--- config.mk ---
export PLATFORM = sky130hd
export DESIGN_NAME = qsn_shift_sched_pc5_flat
export DESIGN_NICKNAME = d
export VERILOG_FILES = /design/src/rtl/qsn_shift_sched_pc5_if.sv /design/src/rtl/qsn_shift_sched_pc5.sv /design/src/flat_wrapper.sv
export SDC_FILE = /design/constraint.sdc
export NUM_CORES = 1
export LEC_CHECK = 0
export CAP_MARGIN = 20
export CORE_MARGIN = 2
export CORE_UTILIZATION = 60
export CTS_CLUSTER_SIZE = 10
export DETAILED_ROUTE_END_ITERATION = 16
export HOLD_SLACK_MARGIN = 0.05
export MAX_ROUTING_LAYER = met4
export PLACE_DENSITY_LB_ADDON = 0.05
export SYNTH_ARGS = -nofsm -noshare
export SYNTH_HDL_FRONTEND = slang
export SYNTH_SLANG_ARGS = --single-unit
--- constraint.sdc ---
create_clock -name sys_clk -period 3.5 [get_ports sys_clk]
set_input_delay 0.35 -clock sys_clk [delete_from_list [all_inputs] [get_ports sys_clk]]
set_output_delay 0.35 -clock sys_clk [all_outputs]
set_load 0.05 [all_outputs]
--- src/rtl/qsn_shift_sched_pc5_if.sv ---
// qsn_shift_sched_pc5_if: config, run control and shift-issue channel of the QSN shift scheduler
interface qsn_shift_sched_pc5_if #(
  parameter int ADDR_W = 5,
  parameter int ITER_W = 4
);
  logic              cfg_we;
  logic [ADDR_W-1:0] cfg_addr;
  logic [2:0]        cfg_data;
  logic [ITER_W-1:0] iter_num;
  logic              start;
  logic              sched_ready;
  logic [2:0]        shift_factor;
  logic              shift_valid;
  logic [2:0]        col_idx;
  logic [1:0]        layer_idx;
  logic              layer_last;
  logic              busy;
  logic              done;
  modport master (
    output cfg_we, cfg_addr, cfg_data, iter_num, start, sched_ready,
    input  shift_factor, shift_valid, col_idx, layer_idx, layer_last, busy, done
  );
  modport slave (
    input  cfg_we, cfg_addr, cfg_data, iter_num, start, sched_ready,
    output shift_factor, shift_valid, col_idx, layer_idx, layer_last, busy, done
  );
endinterface

--- src/rtl/qsn_shift_sched_pc5.sv ---
// qsn_shift_sched_pc5: walks a layer x column shift table and issues one shift per handshake.
// Define QSN_SCHED_DELTA_EN to issue per-column deltas against the previously issued shift.
module qsn_shift_sched_pc5 #(
  parameter int PERMUTATION_LENGTH = 5,
  parameter int LAYER_NUM          = 4,
  parameter int COL_NUM            = 6,
  parameter int ITER_W             = 4
) (
  input logic                  sys_clk,
  input logic                  rstn,
  qsn_shift_sched_pc5_if.slave bus
);
  localparam int DEPTH  = LAYER_NUM * COL_NUM;
  localparam int ADDR_W = $clog2(DEPTH);
  typedef enum logic [1:0] {IDLE, ISSUE, GAP, DONE} state_t;
  state_t            state_q, state_d;
  logic [2:0]        col_q, col_d;
  logic [1:0]        layer_q, layer_d;
  logic [ITER_W-1:0] iter_q, iter_d, iter_num_q, iter_num_d;
  logic [2:0]        tbl_q [DEPTH];
  logic [2:0]        tbl_d [DEPTH];
  logic [ADDR_W-1:0] rd_addr;
  logic [2:0]        cur, sf;
  logic              valid, hs, last_col, last_layer, last_iter, cfg_ok;
  assign valid      = state_q == ISSUE;
  assign hs         = valid & bus.sched_ready;
  assign last_col   = col_q == 3'(COL_NUM - 1);
  assign last_layer = layer_q == 2'(LAYER_NUM - 1);
  assign last_iter  = iter_q == iter_num_q - ITER_W'(1);
  assign rd_addr    = ADDR_W'(int'(layer_q) * COL_NUM + int'(col_q));
  assign cur        = tbl_q[rd_addr];
  assign cfg_ok     = bus.cfg_we && (state_q == IDLE || state_q == DONE) && int'(bus.cfg_addr) < DEPTH;
  always_comb begin
    state_d    = state_q;
    col_d      = col_q;
    layer_d    = layer_q;
    iter_d     = iter_q;
    iter_num_d = iter_num_q;
    tbl_d      = tbl_q;
    if (cfg_ok)
      tbl_d[bus.cfg_addr] = bus.cfg_data >= 3'(PERMUTATION_LENGTH) ?
                            bus.cfg_data - 3'(PERMUTATION_LENGTH) : bus.cfg_data;
    case (state_q)
      IDLE: if (bus.start) begin
        iter_num_d = bus.iter_num;
        col_d      = '0;
        layer_d    = '0;
        iter_d     = '0;
        state_d    = bus.iter_num == '0 ? DONE : ISSUE;
      end
      ISSUE: if (hs) begin
        col_d   = last_col ? 3'd0 : col_q + 3'd1;
        state_d = last_col ? GAP : ISSUE;
      end
      GAP: begin
        layer_d = last_layer ? 2'd0 : layer_q + 2'd1;
        iter_d  = last_layer ? iter_q + ITER_W'(1) : iter_q;
        state_d = last_layer && last_iter ? DONE : ISSUE;
      end
      default: state_d = IDLE;
    endcase
  end
  always_ff @(posedge sys_clk) begin
    if (!rstn) begin
      state_q    <= IDLE;
      col_q      <= '0;
      layer_q    <= '0;
      iter_q     <= '0;
      iter_num_q <= '0;
      tbl_q      <= '{default: '0};
    end else begin
      state_q    <= state_d;
      col_q      <= col_d;
      layer_q    <= layer_d;
      iter_q     <= iter_d;
      iter_num_q <= iter_num_d;
      tbl_q      <= tbl_d;
    end
  end
`ifdef QSN_SCHED_DELTA_EN
  logic [2:0] prev_q [COL_NUM];
  logic [2:0] prev_d [COL_NUM];
  logic [3:0] diff;
  assign diff = 4'(cur) + 4'(PERMUTATION_LENGTH) - 4'(prev_q[col_q]);
  assign sf   = diff >= 4'(PERMUTATION_LENGTH) ? 3'(diff - 4'(PERMUTATION_LENGTH)) : 3'(diff);
  always_comb begin
    prev_d = prev_q;
    if (state_q == IDLE && bus.start) prev_d = '{default: '0};
    else if (hs) prev_d[col_q] = cur;
  end
  always_ff @(posedge sys_clk) begin
    if (!rstn) prev_q <= '{default: '0};
    else prev_q <= prev_d;
  end
`else
  assign sf = cur;
`endif
  assign bus.shift_valid  = valid;
  assign bus.shift_factor = valid ? sf : 3'd0;
  assign bus.col_idx      = col_q;
  assign bus.layer_idx    = layer_q;
  assign bus.layer_last   = valid && last_col;
  assign bus.busy         = state_q == ISSUE || state_q == GAP;
  assign bus.done         = state_q == DONE;
endmodule

--- src/flat_wrapper.sv ---
// flat-port wrapper written by rule: the top's interface ports become plain ports
module qsn_shift_sched_pc5_flat 
#(
  parameter int PERMUTATION_LENGTH = 5,
  parameter int LAYER_NUM          = 4,
  parameter int COL_NUM            = 6,
  parameter int ITER_W             = 4
)
  (sys_clk, rstn, bus_cfg_we, bus_cfg_addr, bus_cfg_data, bus_iter_num, bus_start, bus_sched_ready, bus_shift_factor, bus_shift_valid, bus_col_idx, bus_layer_idx, bus_layer_last, bus_busy, bus_done);
  qsn_shift_sched_pc5_if #(.ADDR_W(5), .ITER_W(ITER_W)) bus_i ();
  input logic sys_clk;
  input logic rstn;
  input wire logic [$bits(bus_i.cfg_we)-1:0] bus_cfg_we;
  input wire logic [$bits(bus_i.cfg_addr)-1:0] bus_cfg_addr;
  input wire logic [$bits(bus_i.cfg_data)-1:0] bus_cfg_data;
  input wire logic [$bits(bus_i.iter_num)-1:0] bus_iter_num;
  input wire logic [$bits(bus_i.start)-1:0] bus_start;
  input wire logic [$bits(bus_i.sched_ready)-1:0] bus_sched_ready;
  output wire logic [$bits(bus_i.shift_factor)-1:0] bus_shift_factor;
  output wire logic [$bits(bus_i.shift_valid)-1:0] bus_shift_valid;
  output wire logic [$bits(bus_i.col_idx)-1:0] bus_col_idx;
  output wire logic [$bits(bus_i.layer_idx)-1:0] bus_layer_idx;
  output wire logic [$bits(bus_i.layer_last)-1:0] bus_layer_last;
  output wire logic [$bits(bus_i.busy)-1:0] bus_busy;
  output wire logic [$bits(bus_i.done)-1:0] bus_done;
  assign bus_i.cfg_we = bus_cfg_we;
  assign bus_i.cfg_addr = bus_cfg_addr;
  assign bus_i.cfg_data = bus_cfg_data;
  assign bus_i.iter_num = bus_iter_num;
  assign bus_i.start = bus_start;
  assign bus_i.sched_ready = bus_sched_ready;
  assign bus_shift_factor = bus_i.shift_factor;
  assign bus_shift_valid = bus_i.shift_valid;
  assign bus_col_idx = bus_i.col_idx;
  assign bus_layer_idx = bus_i.layer_idx;
  assign bus_layer_last = bus_i.layer_last;
  assign bus_busy = bus_i.busy;
  assign bus_done = bus_i.done;
  qsn_shift_sched_pc5 #(.PERMUTATION_LENGTH(PERMUTATION_LENGTH), .LAYER_NUM(LAYER_NUM), .COL_NUM(COL_NUM), .ITER_W(ITER_W)) u_core (.sys_clk(sys_clk), .rstn(rstn), .bus(bus_i));
endmodule
* Yosys cells after proc, flatten, opt, wreduce, memory -nomap -nowiden
Index checks and enable logic that the tools add are counted. Widths: inputs -> output; s select.
Operators by class: add/subtract/negate cells 6, multiply operators 1, $lt $le $gt $ge 5, equal/unequal tests 9, mux-type cells 24, bitwise gates (word level) 3, reductions and logical operators 16
Operator list (count):
- $bwmux 72 | 1
- $mux 3 | 8
- $bmux 3 s5 | 1
- $demux 3 s5 | 1
- $mux 2 | 7
- $ge 6x6->1 const B | 2
- $not 5->6 | 2
- $mux 4 | 2
- $pmux 4 s2 | 1
- $eq 2x2->1 const B | 3
- $lt 6x1->1 const B | 1
- $pmux 2 s3 | 1
- $pmux 3 s2 | 1
- $reduce_and 2->1 | 3
- $reduce_and 3->1 | 2
- $add 5x4->5 | 1
- $logic_and 1x1->1 | 5
- $lt 5x5->1 const B | 1
- $add 4x1->4 const B | 1
- $eq 4x4->1 | 1
- $logic_not 4->1 | 1
- $mul 2x2->4 const B | 1
- $ne 2x2->1 const B | 2
- $pmux 2 s2 | 1
- 12 further kinds | 14
Storage, ports and cells: register bits 87, input bits 17, output and inout bits 12, logic and storage cells 93

* Longest topological paths before layout
Gate-level depths: netlist of the first run.
depth in word-level cells 7, mapped depth 9, mapped depth without buffers 8

* Least setup slack after synthesis of the first run
Ideal clock, no wire load.
kind register to output, start register u_core.layer_q[0] (netlist: u_core.bus.layer_idx[0]), end output port bus_shift_factor[1], arrival time 3.644 ns, slack -0.494 ns, stages on the path, launching flop included 10, buffers on the path 2, cell sequence dfxtp_1 > inv_1 > ha_1 > fa_1 > buf_2 > buf_2 > nor2b_1 > a221oi_1 > o21ai_1 > a311oi_1
On the way: longest elaborated chain between the ends 7
RTL lines:
- from (decl) | line qsn_shift_sched_pc5.sv:18 | logic [1:0] layer_q, layer_d;
- from (signal assigned) | line qsn_shift_sched_pc5.sv:74 | layer_q <= layer_d;
- $mul 2x2->4 | line qsn_shift_sched_pc5.sv:30 | assign rd_addr = ADDR_W'(int'(layer_q) * COL_NUM + int'(col_q));
- $add 5x4->5 | line qsn_shift_sched_pc5.sv:30
- $not 5->6 (not written as such) | line qsn_shift_sched_pc5.sv:31 | assign cur = tbl_q[rd_addr];
- $bmux 3 s5 | line qsn_shift_sched_pc5.sv:31
- $mux 3 (not written as such) (2 in series) | line qsn_shift_sched_pc5.sv:31
- $mux 3 | line qsn_shift_sched_pc5.sv:99 | assign bus.shift_factor = valid ? sf : 3'd0;
- to (decl) | line flat_wrapper.sv:19 | output wire logic [$bits(bus_i.shift_factor)-1:0] bus_shift_factor;
Every way passes these cells. The select of a mux whose other input is x is not followed.

* Worst setup path in the final report of the first run
start register u_core.layer_q[0] (netlist: u_core.bus.layer_idx[0]), end output port bus_shift_factor[0]
Same word-level chain as after synthesis.

==> impl_metrics.yaml, run 1 <==
power:
  intPower_uw: 1646
  peakVddDrop_mv: 0.2171
  p_switching_uw: 823.1
  p_per_area_mw_per_mm2: 474.2
  p_total_uw: 2469
  clkPwrFrac_pct: 30.4
  p_seq_share_pct: 42.5
  comb_power_share_pct: 27.0
  leakagePower_uw: 0.001724
  p_sw_share_pct: 33.33
route:
  vias_per_cell: 6.618
  postRouteWirelength_mm: 12.09
  detail_route.first_pass.iterations: 5
  drc: 0
  ant_nets: 0
  vias: 4123
  routedWlPerCell_microns: 19.40
  drt_iter0_markers: 348
final_layout:
  nFillCells: 631
  regArea_sq_mm: 0.001742
  multi_input_area_sq_mm: 0.002646
  final_common_cell: "dfxtp_1"
  drive_above_1_share_pct: 12.48
  fin_util_pct: 68.10
  layout_common_cells: "dfxtp_1, a21oi_1, nand3_1"
  n_antenna_cell: 0
  final_nets: 548
  syn_to_final_growth_pct: 11.22
setup_path:
  crit_start: "u_core.bus.layer_idx[0]$_SDFFE_PN0P_"
  cp.depth: 9
  reg2reg_from: "u_core.state_q[0]$_SDFFE_PN0P_"
  cp_slowest_cell: "fa_2"
  cp_top_family: "adder cells"
  rr_worst_depth: 6
  critical_path_buf_inv_count: 3
  cpMostUsedCell: "buf_12"
  critPathLaunchType: "flop"
  crit_path_max_incr_delay_ns: 0.48
  worstPathArrival_ns: 3.03
  critPathKind: "flop to output pin"
  path_cells: "inv_1 > ha_1 > fa_2 > buf_12 > mux4_2 > mux2i_1 > or3_1 > a31oi_2 > buf_12"
  path_max_fanout: 10
  cp.required_ns: 3.15
  end_kind: "output pin"
logic_synthesis:
  synth-seq-cells: 87
  yosysTopAreaCell: "dfxtp_1"
  yosysWarnings: 0
  syn-instance-count: 514
  synthDistinctLibCells: 57
  ys_seq_area_share_pct: 37.20
  synth_simple_gate_area_share_pct: 16.22
  synth_fa_ha_area_share_pct: 3.634
  synth-async-reset-ratio_pct: 0
  synth_area_leaders: "dfxtp_1, a21oi_1, nand3_1"
  synth_mux_area_share_pct: 11.25
  synth.avg_cell_area_sq_um: 9.109
  syn_area_sq_mm: 0.004682
  syn-num-nets: 544
  synth_edf_count: 0
  ys.flop_type: "dfxtp_1"
  synth_top_family_by_area: "compound AO/OA/AOI/OAI gates"
  synth_compound_area_share_pct: 23.28
  synth_xor_area_share_pct: 1.684
  synth_top_cell_area_share_pct: 37.20
timing:
  finClkSkew_ns: 0.01257
  rsz0062_at_grt: "false"
  setup_viol: 0
  tightest_slew_ns: 0.9149
  setup_tns_ns: 0
  finalCritPeriodShare_pct: 96.57
  final_max_slew_viol_count: 0
  period_needed_ns: 3.380
  maxSlewHeadroom_pct: 38.67
  max_freq_ghz: 0.2959
  final_hold_viol_count: 0
  worst_slack_ns: 0.1200
placement:
  portBuffers: 28
  dpl.hpwl_mm: 8.010
  preCtsSetupSlack_ns: 0.2315
  place.gp.congestion: 0.8238
clock_tree:
  cts_tree: "built"
  cts_inserted_buffers: 9
  cts_buffer_depth: 2
  cts_root_buffer: "clkbuf_8"
  hold_buffers: 0
  htreeDepth: 3
  clock_latency_ns: 0.36
  clkSinkCount: 87
  clkTransAtPathRegs_ns: 0.09
global_route:
  grt_overflow: 0
  antenna_found_initial: 0
  grt_first_pass_wirelength_mm: 19.73
  grt_max_degree: 37
  first_global_vias: 3934
  grt_use_total_pct: 30.38
floorplan:
  start_util_pct: 61.22
  fp.dieArea_sq_mm: 0.008526
  core_area_sq_mm: 0.007647
  die_x_microns: 92.34
  rows: 32
  ioPinCount: 29
  fp.dieH_microns: 92.34
worst_hold_path:
  hold_path_depth: 2
  holdCritPathClass: "flop to flop"
  worstHoldStart: "u_core.iter_num_q[3]$_SDFFE_PN0P_"
job:
  cap_violations: 0
status:
  status: "complete, no violations"
==> final timing paths <==
path	endpoint	slack (ns)
worst min-delay path	u_core.iter_num_q[3]$_SDFFE_PN0P_	0.48
worst min register to register	u_core.iter_num_q[3]$_SDFFE_PN0P_	0.48
worst max register to register	u_core.tbl_q[35]$_SDFFE_PN0P_	1.18
worst max-delay path	bus_shift_factor[0]	0.12
==> sequential cells by signal, summed over array words and instances, names as in the netlist <==
| register | count |
|---|---|
| u_core.state_q | 2 |
| u_core.tbl_q | 72 |
| u_core.bus.layer_idx | 2 |
| u_core.iter_q | 4 |
| u_core.bus.col_idx | 3 |
| u_core.iter_num_q | 4 |
==> worst min-delay path, stage by stage, from the launching register on <==
cell,delay (ns)
dfxtp_1,0.33
nand2_1,0.06
a21oi_1,0.05
==> through the flow <==
step / hold slack [ns] / cell area [sq um] / std cells
2_1_floorplan: 0.4486 / 4701 / 514
3_3_place_gp: 0.4605 / 4977 / 607
3_5_place_dp: 0.4673 / 4977 / 607
4_1_cts: 0.4791 / 5180 / 621
5_1_grt: 0.5002 / 5207 / 623
6_report: 0.4788 / 5207 / 623
==> area by class of cell <==
class	count	area share, %
inverters	13	0.9371
clock buffers	10	2.451
well taps	102	2.451
multi-input cells	363	50.82
flip-flops and latches	87	33.45
clock inverters	4	1.394
repair buffers	44	8.506
==> routing by layer <==
| metal | part of all wire (%) | wire length, microns | global-route usage [%] |
|---|---|---|---|
| met1 | 43 | 5215 | 38.05 |
| met2 | 49 | 5916 | 49.70 |
| met3 | 5.5 | 669 | 4.394 |
| met4 | 2.3 | 284 | 12.44 |
| met5 | 0 | 0 | - |
==> synthesized netlist by cell type, types with 6 or more instances <==
cell,instances
o21ai_1,25
o21ai_0,37
xnor2_1,7
nand2_1,13
a21oi_1,83
mux4_1,7
ha_1,12
clkbuf_1,21
inv_1,12
nand3_1,58
nor2b_1,8
buf_2,18
a311oi_1,22
mux4_2,10
mux2_2,6
nor2_1,11
dfxtp_1,87
==> power by group through the flow <==
stage	logic, uW	clock network, uW	registers [uW]
after global routing	713	797	1060
after detailed placement	648	0	1070
final	668	752	1050
after floorplan	468	0	1070
after global placement	637	0	1070
after CTS	652	753	1050
==> timing repair <==
action / 4_1_cts / 5_1_grt
setup endpoints to repair: 3 / 3
setup buffers: 0 / 2
resized for setup: 1 / 0
pin swaps: 0 / 1
==> cell families after synthesis <==
group           after synthesis
mux                          28
fa+ha+maj                    13
flops                        87
compound gates              185
simple gates                128
buf+inv                      64
xor+xnor                      9
(Power assumes the default switching activity.)
==> inputs of run 2 (changes only) <==
--- a/config.mk
+++ b/config.mk
@@ -8,2 +8,3 @@
 export CAP_MARGIN = 20
+export CORE_ASPECT_RATIO = 1.4
 export CORE_MARGIN = 2
--- a/constraint.sdc
+++ b/constraint.sdc
@@ -3,2 +3,2 @@
 set_output_delay 0.35 -clock sys_clk [all_outputs]
-set_load 0.05 [all_outputs]
+set_load 0.01 [all_outputs]
==> run 2 against run 1 <==
Effect of this change:
- routed wire length fell by 0.13%
- clock power rose by 5.7%
- cell count rose by 0.32%
- critical path depth rose by 1
- register-to-register slack got worse by 0.13 ns
- die area rose by 0.12%
- sequential power barely moved
- via count fell by 1.3%
- clock skew fell by 0.0014 ns
- flip-flop and latch count did not move
- core utilization rose by 0.11 points
==> impl_metrics.yaml, run 2 (same netlist as run 1, synthesis figures left out) <==
route:
  vias: 4071
  postRouteWirelength_mm: 12.07
  met1_length_mm: 4.794
  routedWlPerCell_microns: 19.31
  drc: 0
  vias_per_cell: 6.514
  detail_route.first_pass.iterations: 6
  wl_met3_microns: 735
  route.met2.wl_mm: 6.110
  maxUsedRoutingLayer: "met4"
  drt_iter0_markers: 444
  ant_nets: 0
status:
  status: "complete, no violations"
clock_tree:
  clock_latency_ns: 0.37
  cts_inserted_buffers: 9
  cts_root_buffer: "clkbuf_8"
  htreeDepth: 3
  clkTransAtPathRegs_ns: 0.09
  clkSinkCount: 87
  cts_buffer_depth: 2
  cts_tree: "built"
timing:
  finClkSkew_ns: 0.01119
  final_hold_viol_count: 0
  setup_tns_ns: 0
  maxSlewHeadroom_pct: 38.99
  tightest_slew_ns: 0.9152
  setup_viol: 0
  finalCritPeriodShare_pct: 95.30
  final_max_slew_viol_count: 0
  period_needed_ns: 3.335
  rsz0062_at_grt: "false"
  max_freq_ghz: 0.2998
final_layout:
  layout_common_cells: "dfxtp_1, a21oi_1, nand3_1"
  syn_to_final_growth_pct: 11.52
  nFillCells: 628
  regMostFlops: "u_core.tbl_q"
  final_common_cell: "dfxtp_1"
  postLayoutCellArea_sq_mm: 0.005221
  reg_top3: "u_core.tbl_q x72, u_core.iter_num_q x4, u_core.iter_q x4"
  drive_above_1_share_pct: 12.57
  largest_reg_flops: 72
  n_antenna_cell: 0
  final_nets: 550
setup_path:
  reg2reg_from: "u_core.state_q[0]$_SDFFE_PN0P_"
  crit_start: "u_core.bus.layer_idx[0]$_SDFFE_PN0P_"
  critPathKind: "flop to output pin"
  path_max_fanout: 5
  worstPathArrival_ns: 2.99
  critPathLaunchType: "flop"
  r2r_slack_ns: 1.05
  end_kind: "output pin"
  cp.required_ns: 3.15
power:
  p_per_area_mw_per_mm2: 468.5
  peakVddDrop_mv: 0.4744
  leakagePower_uw: 0.001742
placement:
  portBuffers: 28
  place.gp.congestion: 0.8621
  place_area_sq_mm: 0.004954
  dpl.hpwl_mm: 7.909
global_route:
  grt_first_pass_wirelength_mm: 19.36
  grt_use_total_pct: 30.14
  grt_max_degree: 85
  antenna_found_initial: 0
  first_global_vias: 3843
  grt_overflow: 0
floorplan:
  ioPinCount: 29
  die_x_microns: 78.66
  rows: 38
  fp.dieArea_sq_mm: 0.008536
  start_util_pct: 61.16
  fp.dieH_microns: 108.5
  core_area_sq_mm: 0.007655
job:
  cap_violations: 0
worst_hold_path:
  worstHoldStart: "u_core.tbl_q[4]$_SDFFE_PN0P_"
  holdCritPathClass: "flop to flop"
[run 2: cell count changes in the layout (fill, tap and decap cells not counted), sizes merged]
cell and change:
inv +1, clkdlybuf4s15 +1, buf -1, clkinvlp +1
dlygate4sd2 +2
[run 2: power breakdown]
group	internal (uW)	switching, uW	total [uW]
Combinational	235	373	608
Clock	425	370	795
Sequential	1020	27.1	1040
[run 2: path summary, 6_finish.rpt]
| check | endpoint | cells past startpoint |
|---|---|---|
| worst max-delay path | bus_shift_factor[0] | 10 |
| worst min-delay path | u_core.tbl_q[4]$_SDFFE_PN0P_ | 2 |
| worst max register to register | u_core.tbl_q[53]$_SDFFE_PN0P_ | 7 |
| worst min register to register | u_core.tbl_q[4]$_SDFFE_PN0P_ | 2 |
[run 2: metrics by stage]
stage | utilization (%) | hold slack (ns) | setup WS [ns] | total power, uW | cells
after floorplan | - | 0.4486 | 0.6729 | 1477 | 514
after global placement | 64.71 | 0.4587 | 0.2333 | 1647 | 607
after detailed placement | 64.71 | 0.4660 | 0.1604 | 1655 | 607
after CTS | 67.90 | 0.4781 | 0.06567 | 2443 | 624
after global routing | 68.21 | 0.5008 | 0.04034 | 2550 | 625
final | 68.21 | 0.4778 | 0.1646 | 2446 | 625
[run 2: cell type report]
type | instances | area [sq um] | area share, %
Multi-Input combinational cell | 363 | 2643 | 50.61
Sequential cell | 87 | 1742 | 33.36
Timing Repair Buffer | 46 | 432.9 | 8.291
Clock buffer | 10 | 137.6 | 2.636
Tap cell | 100 | 125.1 | 2.396
Clock inverter | 6 | 92.59 | 1.773
Inverter | 13 | 48.80 | 0.9346
[run 2: critical path, cell delays in order (launching register included)]
cell and delay (ns):
dfxtp_1 0.32, buf_4 0.15, ha_2 0.19, inv_1 0.07, fa_2 0.50, buf_4 0.18
mux4_2 0.31, mux2i_1 0.07, or3_1 0.32, a31oi_1 0.24, clkdlybuf4s15_1 0.27
[run 2: what timing repair did]
action                     CTS  global route
buffers inserted             1             1
gates resized for setup      6             3
pin swaps                    1             1
setup endpoints to repair    3             1
hold buffers                 0             0
[run 2: per-layer routing]
layer  vias up  track usage, %
li1       1940               -
met1      1940           35.40
met2       158           50.55
met3        33           4.674
met4         0           14.16
met5         -               -
